--- src/rtl/vip_pkg.sv ---
// Shared types and constants for the VIP Avalon-ST packetizer.
// Packet FSM states, VIP packet-type nibbles and pattern-select codes.
package vip_pkg;

  typedef enum logic [2:0] {
    ST_IDLE,
    ST_CTRL_HDR,
    ST_CTRL_DATA,
    ST_VID_HDR,
    ST_VID_DATA
  } pkt_state_t;

  localparam logic [3:0] VIP_TYPE_CTRL  = 4'hF;
  localparam logic [3:0] VIP_TYPE_VIDEO = 4'h0;

  localparam logic [2:0] PAT_STNDRT   = 3'd0;
  localparam logic [2:0] PAT_OFFSET   = 3'd1;
  localparam logic [2:0] PAT_GRAD     = 3'd2;
  localparam logic [2:0] PAT_ONECOLOR = 3'd3;
  localparam logic [2:0] PAT_IMAG     = 3'd4;

  // A control-packet symbol carries one nibble in its low half.
  function automatic logic [7:0] nib_sym(input logic [3:0] nib);
    return {4'h0, nib};
  endfunction

endpackage

--- src/rtl/vip_skid_buffer.sv ---
// Two-entry skid buffer with registered output and registered input ready.
// Entry 0 drives the output directly; entry 1 absorbs a beat while the sink stalls.
module vip_skid_buffer #(
  parameter int W = 27
) (
  input  logic         clk_i,
  input  logic         rst_i,
  input  logic         in_valid_i,
  output logic         in_ready_o,
  input  logic [W-1:0] in_data_i,
  output logic         out_valid_o,
  input  logic         out_ready_i,
  output logic [W-1:0] out_data_o
);

  logic [W-1:0] r_data0, r_data1;
  logic         r_valid0, r_valid1, r_in_ready;
  logic         w_push, w_pop;
  logic [1:0]   w_cnt_next;

  assign w_push = in_valid_i & r_in_ready;
  assign w_pop  = r_valid0 & out_ready_i;

  always_comb begin
    w_cnt_next = {1'b0, r_valid0} + {1'b0, r_valid1} + {1'b0, w_push} - {1'b0, w_pop};
  end

  always_ff @(posedge clk_i) begin
    if (!rst_i) begin
      // NOTE: data registers are reset too, because the beat they hold is a module output that must read 0 in reset.
      r_data0    <= '0;
      r_data1    <= '0;
      r_valid0   <= 1'b0;
      r_valid1   <= 1'b0;
      r_in_ready <= 1'b0;
    end else begin
      r_in_ready <= (w_cnt_next < 2'd2);
      if (w_pop) begin
        if (r_valid1) begin
          r_data0 <= r_data1;
          if (w_push) r_data1 <= in_data_i;
          else        r_valid1 <= 1'b0;
        end else if (w_push) begin
          r_data0 <= in_data_i;
        end else begin
          r_valid0 <= 1'b0;
        end
      end else if (w_push) begin
        if (!r_valid0) begin
          r_data0  <= in_data_i;
          r_valid0 <= 1'b1;
        end else begin
          r_data1  <= in_data_i;
          r_valid1 <= 1'b1;
        end
      end
    end
  end

  assign in_ready_o  = r_in_ready;
  assign out_valid_o = r_valid0;
  assign out_data_o  = r_data0;

endmodule

--- src/rtl/vip_stream_packetizer.sv ---
// Wraps generator pixels into Intel VIP Avalon-ST video: one control packet
// then one video packet per frame, output through a 2-entry skid buffer.
module vip_stream_packetizer
  import vip_pkg::*;
#(
  parameter int DATA_WIDTH  = 24,
  parameter int FRAME_CNT_W = 32
) (
  input  logic                  clk_i,
  input  logic                  rst_i,
  input  logic                  enable_i,
  input  logic [2:0]            pattern_sel_i,
  input  logic [15:0]           width_i,
  input  logic [15:0]           height_i,
  input  logic [3:0]            interlaced_i,
  input  logic [DATA_WIDTH-1:0] data_stndrt_i,
  input  logic [DATA_WIDTH-1:0] data_offset_i,
  input  logic [DATA_WIDTH-1:0] data_grad_i,
  input  logic [DATA_WIDTH-1:0] data_onecolor_i,
  input  logic [DATA_WIDTH-1:0] data_imag_i,
  input  logic                  pix_valid_i,
  output logic                  ready_o,
  output logic [DATA_WIDTH-1:0] dout_data_o,
  output logic                  dout_valid_o,
  output logic                  dout_sop_o,
  output logic                  dout_eop_o,
  input  logic                  dout_ready_i,
  output logic                  frame_done_o,
  output logic                  busy_o
);

  localparam int PW = DATA_WIDTH + 3;

  pkt_state_t             r_state;
  logic [15:0]            r_width, r_height;
  logic [3:0]             r_interlace;
  logic [2:0]             r_sel;
  logic [1:0]             r_beat_idx;
  logic [FRAME_CNT_W-1:0] r_pix_cnt, r_pix_last;

  logic                  w_push_valid, w_push_sop, w_push_eop, w_push_tag, w_push_fire;
  logic [DATA_WIDTH-1:0] w_push_data, w_pix;
  logic [23:0]           w_ctrl_beat;
  logic                  w_skid_in_ready, w_out_valid;
  logic [PW-1:0]         w_out_payload;

  always_comb begin
    case (r_sel)
      PAT_STNDRT:   w_pix = data_stndrt_i;
      PAT_OFFSET:   w_pix = data_offset_i;
      PAT_GRAD:     w_pix = data_grad_i;
      PAT_ONECOLOR: w_pix = data_onecolor_i;
      PAT_IMAG:     w_pix = data_imag_i;
      default:      w_pix = '0;
    endcase
  end

  // Symbol 0 sits in bits [7:0], so each beat is packed {sym2, sym1, sym0}.
  always_comb begin
    case (r_beat_idx)
      2'd0:    w_ctrl_beat = {nib_sym(r_width[7:4]),   nib_sym(r_width[11:8]),   nib_sym(r_width[15:12])};
      2'd1:    w_ctrl_beat = {nib_sym(r_height[11:8]), nib_sym(r_height[15:12]), nib_sym(r_width[3:0])};
      default: w_ctrl_beat = {nib_sym(r_interlace),    nib_sym(r_height[3:0]),   nib_sym(r_height[7:4])};
    endcase
  end

  always_comb begin
    w_push_valid = 1'b0;
    w_push_data  = '0;
    w_push_sop   = 1'b0;
    w_push_eop   = 1'b0;
    w_push_tag   = 1'b0;
    case (r_state)
      ST_CTRL_HDR: begin
        w_push_valid = 1'b1;
        w_push_data  = DATA_WIDTH'(VIP_TYPE_CTRL);
        w_push_sop   = 1'b1;
      end
      ST_CTRL_DATA: begin
        w_push_valid = 1'b1;
        w_push_data  = DATA_WIDTH'(w_ctrl_beat);
        w_push_eop   = (r_beat_idx == 2'd2);
      end
      ST_VID_HDR: begin
        w_push_valid = 1'b1;
        w_push_data  = DATA_WIDTH'(VIP_TYPE_VIDEO);
        w_push_sop   = 1'b1;
        w_push_tag   = 1'b1;
      end
      ST_VID_DATA: begin
        w_push_valid = pix_valid_i;
        w_push_data  = w_pix;
        w_push_eop   = (r_pix_cnt == r_pix_last);
        w_push_tag   = 1'b1;
      end
      default: ;
    endcase
  end

  assign w_push_fire = w_push_valid & w_skid_in_ready;
  assign ready_o     = (r_state == ST_VID_DATA) & w_skid_in_ready;
  assign busy_o      = (r_state != ST_IDLE);

  always_ff @(posedge clk_i) begin
    if (!rst_i) begin
      r_state     <= ST_IDLE;
      r_width     <= '0;
      r_height    <= '0;
      r_interlace <= '0;
      r_sel       <= '0;
      r_beat_idx  <= '0;
      r_pix_cnt   <= '0;
      r_pix_last  <= '0;
    end else begin
      case (r_state)
        ST_IDLE: begin
          if (enable_i && width_i != 16'd0 && height_i != 16'd0) begin
            r_width     <= width_i;
            r_height    <= height_i;
            r_interlace <= interlaced_i;
            r_sel       <= pattern_sel_i;
            r_pix_last  <= FRAME_CNT_W'(width_i) * FRAME_CNT_W'(height_i) - FRAME_CNT_W'(1);
            r_state     <= ST_CTRL_HDR;
          end
        end
        ST_CTRL_HDR: if (w_push_fire) begin
          r_beat_idx <= 2'd0;
          r_state    <= ST_CTRL_DATA;
        end
        ST_CTRL_DATA: if (w_push_fire) begin
          if (r_beat_idx == 2'd2) r_state <= ST_VID_HDR;
          else                    r_beat_idx <= r_beat_idx + 2'd1;
        end
        ST_VID_HDR: if (w_push_fire) begin
          r_pix_cnt <= '0;
          r_state   <= ST_VID_DATA;
        end
        ST_VID_DATA: if (w_push_fire) begin
          if (r_pix_cnt == r_pix_last) r_state <= ST_IDLE;
          else                         r_pix_cnt <= r_pix_cnt + FRAME_CNT_W'(1);
        end
        default: r_state <= ST_IDLE;
      endcase
    end
  end

  // Payload layout: {video tag, sop, eop, data}; the tag keeps control eop from signalling frame end.
  vip_skid_buffer #(.W(PW)) u_skid (
    .clk_i       (clk_i),
    .rst_i       (rst_i),
    .in_valid_i  (w_push_valid),
    .in_ready_o  (w_skid_in_ready),
    .in_data_i   ({w_push_tag, w_push_sop, w_push_eop, w_push_data}),
    .out_valid_o (w_out_valid),
    .out_ready_i (dout_ready_i),
    .out_data_o  (w_out_payload)
  );

  assign dout_valid_o = w_out_valid;
  assign dout_data_o  = w_out_payload[DATA_WIDTH-1:0];
  assign dout_eop_o   = w_out_payload[DATA_WIDTH];
  assign dout_sop_o   = w_out_payload[DATA_WIDTH+1];
  assign frame_done_o = w_out_valid & dout_ready_i & w_out_payload[DATA_WIDTH] & w_out_payload[DATA_WIDTH+2];

endmodule

--- config.mk ---
export PLATFORM = sky130hd
export DESIGN_NAME = vip_stream_packetizer
export DESIGN_NICKNAME = d
export VERILOG_FILES = /design/src/rtl/vip_pkg.sv /design/src/rtl/vip_skid_buffer.sv /design/src/rtl/vip_stream_packetizer.sv
export SDC_FILE = /design/constraint.sdc
export NUM_CORES = 1
export LEC_CHECK = 0
export ABC_AREA = 1
export CAP_MARGIN = 25
export CORE_ASPECT_RATIO = 0.75
export CORE_UTILIZATION = 30
export DETAILED_ROUTE_END_ITERATION = 12
export PLACE_DENSITY = 0.48
export SYNTH_ARGS = -nofsm -noshare
export SYNTH_HDL_FRONTEND = slang
export SYNTH_SLANG_ARGS = --single-unit
--- constraint.sdc ---
create_clock -name clk_i -period 8 [get_ports clk_i]
set_input_delay 0.8 -clock clk_i [delete_from_list [all_inputs] [get_ports clk_i]]
set_output_delay 0.8 -clock clk_i [all_outputs]
set_load 0.005 [all_outputs]
-- Word-level counts from Yosys, hierarchy flattened
Cells that the tools add are included.
- input bits: 164
- bits in registers: 165
- logic and storage cells: 116
- bitwise operators: 5
- muxes and demuxes: 41
- add/subtract/negate cells: 6
- reductions and logical operators: 24
- equality and inequality tests: 25
- multiply operators: 1
- magnitude comparators: 1
- operator list (cell ; count):
    $mux W27 ; 9
    $pmux W24 S5 ; 1
    $mux W32 ; 3
    $pmux W24 S3 ; 1
    $pmux W32 S2 ; 1
    $pmux W20 S2 ; 1
    $add A32 B1 Y32 const B ; 1
    $eq A32 B32 Y1 ; 1
    $mul A16 B16 Y32 ; 1
    $reduce_bool A16 Y1 ; 2
    $sub A32 B1 Y32 const B ; 1
    $mux W3 ; 7
    $ne A2 B2 Y1 const B ; 8
    $pmux W3 S5 ; 1
    $eq A3 B2 Y1 const B ; 4
    $ne A2 B1 Y1 const B ; 6
    $reduce_and A4 Y1 ; 3
    $mux W1 ; 11
    $reduce_bool A2 Y1 ; 5
    $reduce_and A7 Y1 ; 1
    $eq A3 B1 Y1 const B ; 2
    $eq A3 B3 Y1 const B ; 2
    $logic_not A3 Y1 ; 2
    $mux W2 ; 3
    17 further kinds ; 26

-- Longest topological paths before layout
- depth after elaboration: 7
- gate-level depth with buffers: 28
- depth with buffers taken out: 26

-- Cells and area by module
A second synthesis with hierarchy kept.
- cells, all modules: 2807
- area total of the unflattened synthesis: 19040.8 um^2
- by module, submodules not included (module ; times used ; area an instance (um^2) ; cells an instance):
    vip_stream_packetizer ; 1 ; 16128.0 ; 2364
    vip_skid_buffer ; 1 ; 2912.8 ; 443

-- Worst setup path before layout
OpenSTA, ideal clock, no wires.
- path kind: input to register
- from: input port height_i[2]
- to: register r_pix_last[29]
- setup slack: 2.242 ns
- path buffers: 2
- library setup time: 0.109 ns
- arrival: 5.649 ns
- cell stages on the path: 24
- cell sequence: buf_2 > buf_1 > nand2_1 > fa_1 > fa_1 > fa_1 > inv_1 > fa_1 > fa_1 > inv_1 > fa_1 > inv_1 > ha_1 > a21o_1 > nor2_1 > nor2_1 > nor2_1 > nor2_1 > nor2_1 > nand2_1 > nand2_1 > nand3_1 > nand2_1 > inv_1
- word-level cells in the longest chain between the ends: 3
- ends and longest elaborated chain (element ; line ; text):
    from (decl) ; vip_stream_packetizer.sv:14 ; input logic [15:0] height_i,
    branches (longest 3 deep; another with $mul A16 B16 Y32) ; n/a ;
    to (signal assigned) ; vip_stream_packetizer.sv:122 ; r_pix_last <= FRAME_CNT_W'(width_i) * FRAME_CNT_W'(height_i) - FRAME_CNT_W'(1);
    to (decl) ; vip_stream_packetizer.sv:39 ; logic [FRAME_CNT_W-1:0] r_pix_cnt, r_pix_last;
Parallel ways; which one is timed is not known.
A chain may end at the register's enable or synchronous reset.

-- Final worst setup path
- from: input port width_i[6]
- to: register r_pix_last[18]
- word-level cells in the longest chain between the ends: 4
- ends and longest elaborated chain (element ; line ; text):
    from (decl) ; vip_stream_packetizer.sv:13 ; input logic [15:0] width_i,
    branches (longest 4 deep; another with $mul A16 B16 Y32) ; n/a ;
Parallel ways; which one is timed is not known.

==> summary.txt <==
Finish
  • Final Non-Filler Cells: 3651
  • Antenna Cells: 0
  • Fin nets: 3313
  • Fraction of layout cells with a size suffix above 1: 0.04400
  • Area growth from synthesis to layout: 16.07%

Clocking
  • Setup bufs post-CTS: 0
  • Root Buffer: clkbuf_16
  • Worst-path clk slew: 0.07 ns
  • Max clock buf depth: 2
  • CTS buffer count: 17
  • CTS Hold Buffers Added: 0
  • Post-CTS sizing: 0
  • # clock sinks: 165
  • Clock Latency Late Sink: 0.46 ns
  • CTS tree: built
  • CTS HTree Levels: 4

Place
  • Post-Place Worst Slack: 0.7399 ns
  • GPL Wtd Cong: 0.8615
  • Final HPWL DP: 50100 µm
  • Placed Cells: 3617
  • Port bufs: 193

Die
  • Die Wd: 291.8 µm
  • Die area: 0.06399 mm²
  • Starting Density: 0.3039
  • Core area: 0.06217 mm²
  • Cell Rows: 79
  • Chip height: 219.3 µm
  • # IOs: 194

Critical path
  • Worst r2r src: r_sel[0]
  • Setup crit start kind: input port
  • Critical path startpoint: width_i[6]
  • Kind of critical path: in2reg
  • Crit path capture type: flip-flop
  • CP arrival: 7.14 ns
  • CP required: 8.35 ns
  • FF-to-FF setup slack: 5.22 ns
  • Critical Path Fanout Max: 18

Global routing
  • GRT Overall Usage: 0.2037
  • First-pass GRT wire length: 101000 µm
  • Largest net degree at the start of global routing: 94
  • Initial antenna violation count: 1
  • GR Overflow Total: 0
  • Vias in the first global route: 17.56k

Synth
  • Synth Flop Type: dfxtp_1
  • Syn_area_per_cell: 6.885 µm²
  • Cell Area, Synth: 0.01889 mm²
  • YS warnings: 0
  • FF+latch count, synth: 165
  • Synth Instances: 2744
  • Yosys cell types: 48
  • Seq/Total Area, Yosys: 0.1748
  • Syn_nets: 3229
  • EDFF count, synth: 0
  • Post-synth ARST share: 0

Timing
  • Sum of negative setup slack: 0 ns
  • RSZ-0062 raised after global routing: no
  • Worst slew margin: 0.3524
  • Endpoints failing setup: 0
  • Crit share post-route: 0.8486
  • Setup clock skew after layout: 0.01295 ns
  • Post-route setup slack: 1.211 ns
  • Slew Viols, Final: 0
  • Worst-Margin Slew: 0.9684 ns
  • Final Hold Fails: 0
  • Fmax: 147.3 MHz
  • Tmin final: 6.789 ns

Pwr
  • Combinational power share: 0.797
  • P_sw: 5497 µW
  • Clock share of power: 0.092
  • Power Dens Cells: 434.8 mW/mm²
  • Seq pwr share: 0.111
  • Internal power of the cells: 4037 µW
  • Pleak: 0.01047 µW
  • Peak VDD IR: 0.4034 mV
  • Switching Fraction: 0.5765

Detailed routing
  • Final wirelength: 63570 µm
  • DRC viols: 0
  • DRT iter0 DRCs: 1277
  • Avg Vias per Cell: 4.728
  • Post-DR wirelength/cell: 17.41 µm
  • DR pass1 iterations: 5
  • Routed vias: 17.26k
  • DRT antenna net count: 0

Min path
  • Hold Startpoint: u_skid.r_data1[21]
  • Worst Hold Class: reg2reg

Outcome
  • Status: complete, no violations

Flow run
  • Max_cap viols: 0
## per-stage QoR
| step | hold WS, ns | utilization | area, µm² | total power (µW) |
|---|---|---|---|---|
| after CTS | 0.4639 | 0.3518 | 21870 | 9555 |
| after floorplan | 0.4300 | - | 18890 | 6326 |
| after detailed placement | 0.4527 | 0.3419 | 21260 | 8605 |
| after global routing | 0.4884 | 0.3527 | 21930 | 10690 |
| after global placement | 0.4425 | 0.3416 | 21240 | 8668 |
| final | 0.4593 | 0.3527 | 21930 | 9534 |
## final timing paths
| kind | to | depth (start not counted) |
|---|---|---|
| worst max-delay path | r_pix_last[18] | 19 |
| worst min-delay path | u_skid.r_data1[21] | 2 |
| worst min register to register | u_skid.r_data1[21] | 2 |
| worst max register to register | u_skid.out_data_o[3] | 9 |
## Yosys cell counts (2+ instances only)
library cell	instances	share of area
a211oi_1	6	0.0024
a21o_1	6	0.0024
a21oi_1	145	0.038
a21oi_2	5	0.0023
a22o_1	6	0.0028
a31oi_1	9	0.0030
buf_1	27	0.0054
buf_2	56	0.015
buf_4	31	0.012
buf_6	5	0.0030
clkbuf_1	43	0.0085
clkbuf_2	2	0.00053
dfxtp_1	165	0.17
fa_1	207	0.22
ha_1	114	0.076
inv_1	505	0.10
inv_2	14	0.0028
nand2_1	683	0.14
nand2_2	7	0.0023
nand2_4	4	0.0024
nand3_1	131	0.035
nand3_2	4	0.0021
nand3b_1	5	0.0020
nand4_1	24	0.0079
nor2_1	270	0.054
nor2_2	8	0.0026
nor2_4	7	0.0042
nor3_1	18	0.0048
o211ai_1	8	0.0032
o21a_1	4	0.0016
o21ai_0	129	0.034
o21ai_1	22	0.0058
o221ai_1	3	0.0014
o22ai_1	3	0.00099
xnor2_1	47	0.022
xor2_1	9	0.0042
## critical path, stage by stage
cell and delay (ns):
clkdlybuf4s50_1 1.10, nand2_1 0.18, fa_1 0.57, inv_1 0.06
fa_1 0.52, fa_1 0.58, fa_1 0.46, fa_1 0.49
inv_1 0.05, fa_1 0.47, inv_1 0.04, ha_1 0.37
a21oi_1 0.33, o21ai_0 0.27, nor2_1 0.31, a21oi_1 0.11
nand3b_1 0.20, o211ai_1 0.15, inv_1 0.07
## registers in the layout, indices dropped and copies added, names as in the netlist
register / count
r_interlace: 4
u_skid.out_valid_o: 1
r_width: 16
u_skid.out_data_o: 27
r_pix_cnt: 32
r_pix_last: 32
r_sel: 3
u_skid.r_valid1: 1
r_height: 16
u_skid.in_ready_o: 1
r_state: 3
r_beat_idx: 2
u_skid.r_data1: 27
## cell type report
type	instances	area, µm²
Clock buffer	17	425.4
Clock inverter	15	192.7
Fill cell	6703	40240
Inverter	522	1969
Multi-Input combinational cell	1892	12770
Sequential cell	165	3303
Tap cell	810	1013
Timing Repair Buffer	230	2257
## cells in the final DEF (no fill, tap or decap), types with 4 or more instances in the layout
cell type | Yosys | routed
nor2_4 | 7 | 8
dfxtp_1 | 165 | 165
nor2_1 | 270 | 270
o21ai_0 | 129 | 129
inv_8 | 1 | 4
nor2_2 | 8 | 7
a21o_1 | 6 | 6
a22o_1 | 6 | 6
inv_6 | 0 | 4
ha_1 | 114 | 114
nand3_2 | 4 | 4
a211oi_1 | 6 | 6
a31oi_1 | 9 | 9
nand3b_1 | 5 | 5
a21oi_2 | 5 | 5
inv_1 | 505 | 504
nand2_4 | 4 | 4
nand4_1 | 24 | 24
buf_4 | 31 | 34
xnor2_1 | 47 | 47
xor2_1 | 9 | 9
nand2_2 | 7 | 7
a21oi_1 | 145 | 145
o21a_1 | 4 | 4
nor3_1 | 18 | 18
clkdlybuf4s50_1 | 0 | 192
o211ai_1 | 8 | 8
nand2_1 | 683 | 683
o21ai_1 | 22 | 22
inv_2 | 14 | 15
fa_1 | 207 | 207
nand3_1 | 131 | 131
clkbuf_16 | 0 | 17
## power groups by stage
stage | sequential, µW | clock (µW) | combinational, µW
final | 1060 | 880 | 7590
after global routing | 1080 | 941 | 8670
after CTS | 1070 | 907 | 7580
after detailed placement | 1090 | 0 | 7520
after global placement | 1090 | 0 | 7580
after floorplan | 1040 | 0 | 5290
## logic make-up after synthesis
family / count (synthesis) / share of synthesized area
flip-flops: 165 / 0.1748
buffers and inverters: 687 / 0.1496
AO/OA/AOI/OAI: 350 / 0.1002
adder cells (fa/ha/maj): 321 / 0.2949
XOR/XNOR: 56 / 0.02596
AND/OR/NAND/NOR: 1165 / 0.2545
## metal layers
layer,routed length (µm),vias to the layer above,share of wire,GRT usage
li1,-,8483,-,-
met1,31640,8260,0.50,0.2890
met2,27270,466,0.43,0.3195
met3,3860,50,0.061,0.04122
met4,784,2,0.012,0.03860
met5,20,-,0.00031,0
Note: power is estimated with default switching activity, not from simulation.
